[src/rtl/seg7_scan_capture_pkg.sv]
// Shared segment pattern definitions and capture FSM states for the BCD-to-7-segment path.
// The encoder-side scanner uses these same patterns.
package seg7_scan_capture_pkg;

  // Patterns are active-low and ordered {a,b,c,d,e,f,g}.
  localparam logic [6:0] SEG7_P0    = 7'b0000001;
  localparam logic [6:0] SEG7_P1    = 7'b1001111;
  localparam logic [6:0] SEG7_P2    = 7'b0010010;
  localparam logic [6:0] SEG7_P3    = 7'b0000110;
  localparam logic [6:0] SEG7_P4    = 7'b1001100;
  localparam logic [6:0] SEG7_P5    = 7'b0100100;
  localparam logic [6:0] SEG7_P6    = 7'b0100000;
  localparam logic [6:0] SEG7_P7    = 7'b0001111;
  localparam logic [6:0] SEG7_P8    = 7'b0000000;
  localparam logic [6:0] SEG7_P9    = 7'b0000100;
  localparam logic [6:0] SEG7_BLANK = 7'b1111111;

  localparam logic [3:0] SEG7_BLANK_CODE = 4'hF;

  typedef enum logic [1:0] {
    IDLE  = 2'd0,
    TRACK = 2'd1,
    HOLD  = 2'd2
  } state_t;

endpackage

[src/rtl/seg7_pattern_decode.sv]
// Combinational reverse lookup from an active-low segment pattern to BCD.
// A blank display decodes to the blank code and still counts as valid.
module seg7_pattern_decode
  import seg7_scan_capture_pkg::*;
(
  input  logic [6:0] seg,
  output logic [3:0] bcd,
  output logic       ok
);

  always_comb begin
    bcd = SEG7_BLANK_CODE;
    ok  = 1'b1;
    case (seg)
      SEG7_P0:    bcd = 4'd0;
      SEG7_P1:    bcd = 4'd1;
      SEG7_P2:    bcd = 4'd2;
      SEG7_P3:    bcd = 4'd3;
      SEG7_P4:    bcd = 4'd4;
      SEG7_P5:    bcd = 4'd5;
      SEG7_P6:    bcd = 4'd6;
      SEG7_P7:    bcd = 4'd7;
      SEG7_P8:    bcd = 4'd8;
      SEG7_P9:    bcd = 4'd9;
      SEG7_BLANK: bcd = SEG7_BLANK_CODE;
      default:    ok  = 1'b0;
    endcase
  end

endmodule

[src/rtl/seg7_scan_capture.sv]
// Samples a scanned 7-segment bus, debounces each digit and keeps a BCD image of the display.
// Optional SEG7_SCAN_CAPTURE_ERRCNT_EN adds a saturating count of invalid stable patterns.
module seg7_scan_capture
  import seg7_scan_capture_pkg::*;
#(
  parameter int NDIG       = 4,
  parameter int STABLE_CYC = 4
) (
  input  logic              clk,
  input  logic              rst,
  input  logic [6:0]        seg,
  input  logic [NDIG-1:0]   dig_sel,
  output logic [4*NDIG-1:0] bcd,
  output logic [NDIG-1:0]   dig_valid,
  output logic              upd,
  output logic [2:0]        upd_idx,
  output logic              err
`ifdef SEG7_SCAN_CAPTURE_ERRCNT_EN
  ,
  output logic [7:0]        err_cnt
`endif
);

  localparam logic [7:0] STABLE_LIM = 8'(STABLE_CYC);

  logic [6:0]      seg_q, seg_p;
  logic [NDIG-1:0] sel_q, sel_p;
  state_t          state, state_nxt;
  logic [7:0]      cnt, cnt_nxt, cnt_inc;
  logic [3:0]      ones;
  logic            onehot, same, capture, reject;
  logic [2:0]      idx;
  logic [3:0]      dec_bcd;
  logic            dec_ok;

  seg7_pattern_decode u_decode (
    .seg (seg_q),
    .bcd (dec_bcd),
    .ok  (dec_ok)
  );

  // Two-deep sample history: every stability decision compares registered samples only.
  always_ff @(posedge clk) begin
    if (rst) begin
      seg_q <= SEG7_BLANK;
      seg_p <= SEG7_BLANK;
      sel_q <= '0;
      sel_p <= '0;
    end else begin
      seg_q <= seg;
      seg_p <= seg_q;
      sel_q <= dig_sel;
      sel_p <= sel_q;
    end
  end

  always_comb begin
    ones = 4'd0;
    idx  = 3'd0;
    for (int i = 0; i < NDIG; i++) begin
      if (sel_q[i]) begin
        ones = ones + 4'd1;
        idx  = 3'(i);
      end
    end
    onehot = (ones == 4'd1);
    same   = (seg_q == seg_p) && (sel_q == sel_p);
  end

  always_comb begin
    state_nxt = state;
    cnt_nxt   = cnt;
    cnt_inc   = cnt + 8'd1;
    capture   = 1'b0;
    reject    = 1'b0;
    case (state)
      IDLE: begin
        cnt_nxt = 8'd0;
        if (onehot) begin
          state_nxt = TRACK;
          cnt_nxt   = 8'd1;
        end
      end
      TRACK: begin
        if (!onehot) begin
          state_nxt = IDLE;
          cnt_nxt   = 8'd0;
        end else if (!same) begin
          cnt_nxt = 8'd1;
        end else begin
          cnt_nxt = cnt_inc;
          if (cnt_inc == STABLE_LIM) begin
            state_nxt = HOLD;
            capture   = dec_ok;
            reject    = !dec_ok;
          end
        end
      end
      HOLD: begin
        if (!onehot) begin
          state_nxt = IDLE;
          cnt_nxt   = 8'd0;
        end else if (!same) begin
          state_nxt = TRACK;
          cnt_nxt   = 8'd1;
        end
      end
      default: begin
        state_nxt = IDLE;
        cnt_nxt   = 8'd0;
      end
    endcase
  end

  always_ff @(posedge clk) begin
    if (rst) begin
      state <= IDLE;
      cnt   <= 8'd0;
    end else begin
      state <= state_nxt;
      cnt   <= cnt_nxt;
    end
  end

  // A capture is only ever raised with a one-hot select, so exactly one digit slot is written.
  always_ff @(posedge clk) begin
    if (rst) begin
      bcd       <= {NDIG{SEG7_BLANK_CODE}};
      dig_valid <= '0;
      upd       <= 1'b0;
      upd_idx   <= 3'd0;
      err       <= 1'b0;
    end else begin
      upd <= capture;
      if (capture) begin
        upd_idx <= idx;
        for (int i = 0; i < NDIG; i++) begin
          if (sel_q[i]) begin
            bcd[4*i +: 4] <= dec_bcd;
            dig_valid[i]  <= 1'b1;
          end
        end
      end
      if (reject) begin
        err <= 1'b1;
      end
    end
  end

`ifdef SEG7_SCAN_CAPTURE_ERRCNT_EN
  always_ff @(posedge clk) begin
    if (rst) begin
      err_cnt <= 8'd0;
    end else if (reject && (err_cnt != 8'hFF)) begin
      err_cnt <= err_cnt + 8'd1;
    end
  end
`endif

endmodule

[config.mk]
export PLATFORM = sky130hd
export DESIGN_NAME = seg7_scan_capture
export DESIGN_NICKNAME = d
export VERILOG_FILES = /design/src/rtl/seg7_scan_capture_pkg.sv /design/src/rtl/seg7_pattern_decode.sv /design/src/rtl/seg7_scan_capture.sv
export SDC_FILE = /design/constraint.sdc
export NUM_CORES = 1
export LEC_CHECK = 0
export CAP_MARGIN = 20
export CELL_PAD_IN_SITES_DETAIL_PLACEMENT = 0
export CELL_PAD_IN_SITES_GLOBAL_PLACEMENT = 1
export CORE_AREA = 2 2 82 84
export DETAILED_ROUTE_END_ITERATION = 16
export DIE_AREA = 0 0 84 86
export GPL_TIMING_DRIVEN = 1
export PLACE_DENSITY = 0.74
export SLEW_MARGIN = 20
export SYNTH_ARGS = -nofsm -noshare
export SYNTH_HDL_FRONTEND = slang
export SYNTH_SLANG_ARGS = --single-unit
[constraint.sdc]
create_clock -name clk -period 3.58 [get_ports clk]
set_input_delay 0.358 -clock clk [delete_from_list [all_inputs] [get_ports clk]]
set_output_delay 0.358 -clock clk [all_outputs]
set_load 0.05 [all_outputs]
After elaboration in Yosys (flattened, before gate mapping)
Cells that the tools add are included.
{"block": "word_totals", "mem_count": 0, "wordCells": 81, "latch_bits": 0, "ram_bits": 0, "reg_bits": 57, "rom_bits": 0}
{"block": "op_classes", "shift": 0, "order_cmp": 0, "div_mod_pow": 0, "addsub": 4, "mux": 30, "n_eq_ne": 20, "reduce_logical": 10, "multipliers": 0, "bitwise": 0}
{"operator": "4-bit one-hot mux with 10 select lines", "n": 1}
{"operator": "8-bit 2-to-1 mux", "n": 4}
{"operator": "8-bit one-hot mux with 3 select lines", "n": 1}
{"operator": "7-bit == test, second input constant", "n": 3}
{"operator": "7-bit by 3-bit == test with 1-bit output, second input constant", "n": 2}
{"operator": "7-bit by 6-bit == test with 1-bit output, second input constant", "n": 2}
{"operator": "4-bit by 1-bit adder with 4-bit output, second input constant", "n": 3}
{"operator": "1-bit 2-to-1 mux", "n": 12}
{"operator": "2-bit 2-to-1 mux", "n": 6}
{"operator": "4-bit 2-to-1 mux", "n": 3}
{"operator": "11-bit OR reduction", "n": 1}
{"operator": "3-bit != test, second input constant", "n": 3}
{"operator": "8-bit by 1-bit adder with 8-bit output, second input constant", "n": 1}
{"operator": "8-bit by 3-bit == test with 1-bit output, second input constant", "n": 1}
{"operator": "2-bit AND reduction", "n": 4}
{"operator": "7-bit by 1-bit == test with 1-bit output, second input constant", "n": 1}
{"operator": "7-bit by 4-bit == test with 1-bit output, second input constant", "n": 1}
{"operator": "7-bit by 5-bit == test with 1-bit output, second input constant", "n": 1}
{"operator": "7-bit == test", "n": 1}
{"operator": "7-bit zero test", "n": 1}
{"operator": "3-bit 2-to-1 mux", "n": 2}
{"operator": "2-bit one-hot mux with 3 select lines", "n": 1}
{"operator": "4-bit by 1-bit == test with 1-bit output, second input constant", "n": 1}
{"operator": "4-bit == test", "n": 1}
{"operator": "other kinds (7)", "n": 7}

Depth between registers and ports, before layout
{"block": "depth", "ltp_word": 11, "mapped_depth": 12, "mapped_depth_nobuf": 10}

Hierarchy
From an unflattened synthesis, not the netlist that was laid out.
{"block": "unflattened", "hier_cells": 273, "hier_area_um2": 2555.0}
{"mod": "seg7_scan_capture", "cells_each": 240, "seq_area_each_um2": 1121.1, "area_each_um2": 2331.0, "n_inst": 1}
{"mod": "seg7_pattern_decode", "cells_each": 33, "seq_area_each_um2": 0.0, "area_each_um2": 224.0, "n_inst": 1}

Worst setup path after synthesis
Ideal clock, no wire load.
{"block": "synth_timing", "kind": "register -> register", "start": "reg sel_q[0]", "end": "reg bcd[6]", "setup_ns": 0.120, "arrival_time_ns": 2.906, "path_stages_with_launch": 12, "path_slack_ns": 0.555, "n_path_buf": 1, "period_less_slack_ns": 3.025, "cell_sequence": "dfxtp_1 inv_1 ha_1 xor2_1 ha_1 or4b_1 o22ai_1 nor2_2 a2111oi_4 buf_6 nand2_4 a211o_1"}
{"block": "synth_via", "elab_chain_len": 11, "word_cells_on_any_way": 14, "classes_between": "add/sub: 3; eq/ne: 2; mux: 7; reduce/logical: 2"}
{"element": "from (decl)", "line_no": "seg7_scan_capture.sv:27", "source": "logic [NDIG-1:0] sel_q, sel_p;"}
{"element": "from (signal assigned)", "line_no": "seg7_scan_capture.sv:52", "source": "sel_q <= dig_sel;"}
{"element": "1-bit 2-to-1 mux", "line_no": "seg7_scan_capture.sv:61", "source": "if (sel_q[i]) begin"}
{"element": "4-bit by 1-bit adder with 4-bit output", "line_no": "seg7_scan_capture.sv:62", "source": "ones = ones + 4'd1;"}
{"element": "4-bit 2-to-1 mux", "line_no": "seg7_scan_capture.sv:61"}
{"element": "4-bit by 1-bit adder with 4-bit output", "line_no": "seg7_scan_capture.sv:62"}
{"element": "4-bit 2-to-1 mux", "line_no": "seg7_scan_capture.sv:61"}
{"element": "4-bit by 1-bit adder with 4-bit output", "line_no": "seg7_scan_capture.sv:62"}
{"element": "4-bit 2-to-1 mux", "line_no": "seg7_scan_capture.sv:61"}
{"element": "4-bit by 1-bit == test with 1-bit output", "line_no": "seg7_scan_capture.sv:66", "source": "onehot = (ones == 4'd1);"}
{"element": "1-bit 2-to-1 mux (*)", "line_no": "seg7_scan_capture.sv:85", "source": "if (!onehot) begin"}
{"element": "1-bit 2-to-1 mux (*)", "line_no": "seg7_scan_capture.sv:76", "source": "case (state)"}
{"element": "2-bit AND reduction (no source line) (*)"}
{"element": "to (signal assigned)", "line_no": "seg7_scan_capture.sv:128", "source": "bcd <= {NDIG{SEG7_BLANK_CODE}};"}
{"element": "to (decl)", "line_no": "seg7_scan_capture.sv:13", "source": "output logic [4*NDIG-1:0] bcd,"}
Mark *: on every way between the ends. The rest lies on a longest branch, timed or not.
A chain may end at the register's enable or synchronous reset.

Worst setup path after layout
{"block": "layout_timing", "start": "reg sel_q[1]", "end": "reg bcd[6]"}
{"block": "layout_via", "elab_chain_len": 9, "word_cells_on_any_way": 12, "classes_between": "add/sub: 2; eq/ne: 2; mux: 6; reduce/logical: 2"}
{"element": "4-bit 2-to-1 mux", "line_no": "seg7_scan_capture.sv:61"}
{"element": "4-bit by 1-bit adder with 4-bit output", "line_no": "seg7_scan_capture.sv:62"}
{"element": "4-bit 2-to-1 mux", "line_no": "seg7_scan_capture.sv:61"}
{"element": "4-bit by 1-bit adder with 4-bit output", "line_no": "seg7_scan_capture.sv:62"}
{"element": "4-bit 2-to-1 mux", "line_no": "seg7_scan_capture.sv:61"}
{"element": "4-bit by 1-bit == test with 1-bit output", "line_no": "seg7_scan_capture.sv:66"}
{"element": "1-bit 2-to-1 mux", "line_no": "seg7_scan_capture.sv:85"}
{"element": "1-bit 2-to-1 mux", "line_no": "seg7_scan_capture.sv:76"}
{"element": "2-bit AND reduction (no source line) (*)"}
Marked as above.

==> metrics.yaml <==
outcome:
  outcome: "complete, no violations"
timing:
  finalMaxSlewViolations: 0
  fin_setup_tns_ns: 0
  finalCriticalPeriod_ns: 3.25
  setup-violations-final: 0
  setup_slack_ns: 0.326
  period_share_pct: 90.9
  worst_pin_slew_ns: 0.622
  slew_headroom_pct: 58.1
  rsz0062_at_grt: "false"
  hold_viol_final: 0
  fmaxAchievable_mhz: 307
  fin_skew_ns: 0.00772
finish:
  layout_common_cells: "56 x dfxtp_1, 36 x clkdlybuf4s50_1, 30 x nor2_1"
  fillers: 618
  postLayoutCoreUtil_pct: 49.3
  num_antenna_cells: 0
  final_common_cell: "dfxtp_1"
  regArea_mm2: 0.00112
  multiInputGateArea_mm2: 0.00132
  drive_above_1_share_pct: 13.7
  area_growth_pct: 21.2
  final_cells: 383
  final_cell_area_mm2: 0.00310
  finalNetCount: 323
yosys:
  async_reset_ff_share_pct: 0
  synth-edff-count: 0
  avgSynthCellArea_um2: 9.46
  synthFlopType: "dfxtp_1"
  synth_seq_cells: 56
  synth_cell_types: 53
  synth_seq_area_share_pct: 43.9
  syn_nets: 288
  synth_area_mm2: 0.00255
  synthCells: 270
  yosys_warnings: 0
place:
  placed_area_mm2: 0.00298
  hpwl_um: 3690
  placedCellCount: 375
  port-buffer-count: 36
  globalplace.congestion: 0.782
  dp_slack_ns: 0.338
cts:
  cts.path.max_buffers: 2
  clkTransAtPathRegs_ns: 0.10
  cts-buffers-inserted: 5
  ctsHoldBuffers: 0
  clk_root_buffer_cell: "clkbuf_8"
  cts_tree: "built"
  h-tree-depth: 2
  clock_latency_ns: 0.30
  cts_sinks: 56
  cts_setup_buffers: 0
  cts_resized: 0
route:
  vias: 1901
  drc: 0
  final_antenna_net_count: 0
  avgRoutedWirePerCell_um: 12.9
  drtPass1Iterations: 4
  drt-total-wl_um: 4940
  avgViaCountPerCell: 4.96
  drt_iter0_drc: 49
power:
  seqPwrFrac_pct: 55.9
  p_per_area_mw_per_mm2: 378
  p_int_w: 0.000908
  swShare_pct: 22.5
  switchingPower_w: 0.000264
  peakVddDrop_v: 0.000183
  cellLeakagePower_nw: 1.33
  clock_power_share_pct: 36.4
  pwr-share-comb_pct: 7.6
floorplan:
  io_pins: 38
  die_x_um: 84
  rows: 29
  dieArea_mm2: 0.00722
  core-area_mm2: 0.00628
  start_util_pct: 40.7
  dieHeight_um: 86
worst_setup_path:
  cp-end-kind: "flop"
  crit_fanout: 7
  path_class: "reg -> reg"
  worstSetupStartpointType: "flop"
  cp.arrival_ns: 3.46
  startpoint: "sel_q[1]"
  timing.rr.start: "sel_q[1]"
  cp.required_ns: 3.78
hold_path:
  hold_start: "dig_valid[3]"
  worstHoldPathType: "reg -> reg"
global_routing:
  antenna_found_initial: 0
  grt_pass1_vias: 1816
  gr-total-overflow: 0
  grt_pass1_wl_um: 8550
  track_usage_pct: 14.4
  grt_start_max_net_pins: 36
flow_run:
  maxCapViolCount: 0
[Yosys cell counts (2+ instances only)]
| library cell | count | area share [%] |
|---|---|---|
| a2111oi_4 | 2 | 2.2 |
| a211o_1 | 7 | 2.4 |
| a211oi_1 | 3 | 0.88 |
| a21o_1 | 3 | 0.88 |
| a21oi_1 | 10 | 2.0 |
| a22o_1 | 2 | 0.69 |
| and3_1 | 6 | 1.5 |
| and3_2 | 3 | 0.88 |
| buf_2 | 2 | 0.39 |
| buf_4 | 5 | 1.5 |
| clkbuf_1 | 5 | 0.73 |
| dfxtp_1 | 56 | 44 |
| ha_1 | 5 | 2.4 |
| inv_1 | 10 | 1.5 |
| mux2i_1 | 12 | 4.7 |
| nand2_1 | 8 | 1.2 |
| nand2_4 | 3 | 1.3 |
| nand2b_1 | 8 | 2.0 |
| nand3_1 | 6 | 1.2 |
| nand3b_1 | 3 | 0.88 |
| nand4_1 | 2 | 0.49 |
| nor2_1 | 30 | 4.4 |
| nor2b_1 | 6 | 1.5 |
| nor3_1 | 9 | 1.8 |
| nor4_1 | 4 | 0.98 |
| o21ai_0 | 5 | 0.98 |
| or2_2 | 14 | 3.4 |
| or3_1 | 2 | 0.49 |
| xor2_1 | 15 | 5.1 |
[critical path, cell delays in order, from the launching register on]
cell       delay, ns
dfxtp_1         0.52
inv_1           0.11
ha_1            0.35
xor2_1          0.18
ha_1            0.30
or4b_1          0.47
o22ai_1         0.26
nor2_2          0.13
a2111oi_4       0.22
buf_4           0.23
nand2_4         0.08
a211o_1         0.30
[stage by stage]
stage	power (W)	hold slack, ns
after global placement	0.000759	0.435
after global routing	0.00123	0.482
after floorplan	0.000733	0.462
after detailed placement	0.000760	0.443
after CTS	0.00119	0.460
final	0.00117	0.457
[power by group through the flow]
stage	clock network (W)	registers [W]	logic, W
2_1_floorplan	0	0.000660	0.0000725
3_3_place_gp	0	0.000670	0.0000893
3_5_place_dp	0	0.000670	0.0000903
4_1_cts	0.000442	0.000655	0.0000907
5_1_grt	0.000474	0.000659	0.000101
6_report	0.000427	0.000656	0.0000896
[worst paths after layout]
path	endpoint	slack, ns	cells after the start
setup / recovery	bcd[6]	0.33	11
hold / removal	dig_valid[3]	0.46	2
setup reg to reg	bcd[6]	0.33	11
hold reg to reg	dig_valid[3]	0.46	2
[layout make-up]
type	count	area share [%]
Clock buffer	6	2.67
Sequential cell	56	36.2
Multi-Input combinational cell	190	42.5
Tap cell	77	3.11
Timing Repair Buffer	42	13.1
Clock inverter	2	1.25
Inverter	10	1.21
[state kept, by name, indices dropped and copies added, names as in the netlist, 2 cells and up]
signal     count
dig_valid      4
seg_p          7
upd_idx        2
cnt            8
seg_q          7
sel_q          4
state          2
sel_p          4
bcd           16
[layer usage]
metal  vias up  share of wire [%]  global-route usage (%)
li1       1009                  -                       -
met1       859                 49                    18.9
met2        28                 48                    24.4
met3         5                2.9                    3.08
met4         0               0.79                    3.52
met5         -                  0                       0
[cell families after synthesis]
logic type / Yosys count / share of synthesized area [%]
xor+xnor: 15 / 5.14
buf+inv: 24 / 4.65
simple gates: 114 / 25.3
fa+ha+maj: 5 / 2.45
other cells: 1 / 0.147
mux: 12 / 4.70
flops: 56 / 43.9
compound gates: 43 / 13.8
Power figures use the tool's default switching activity.
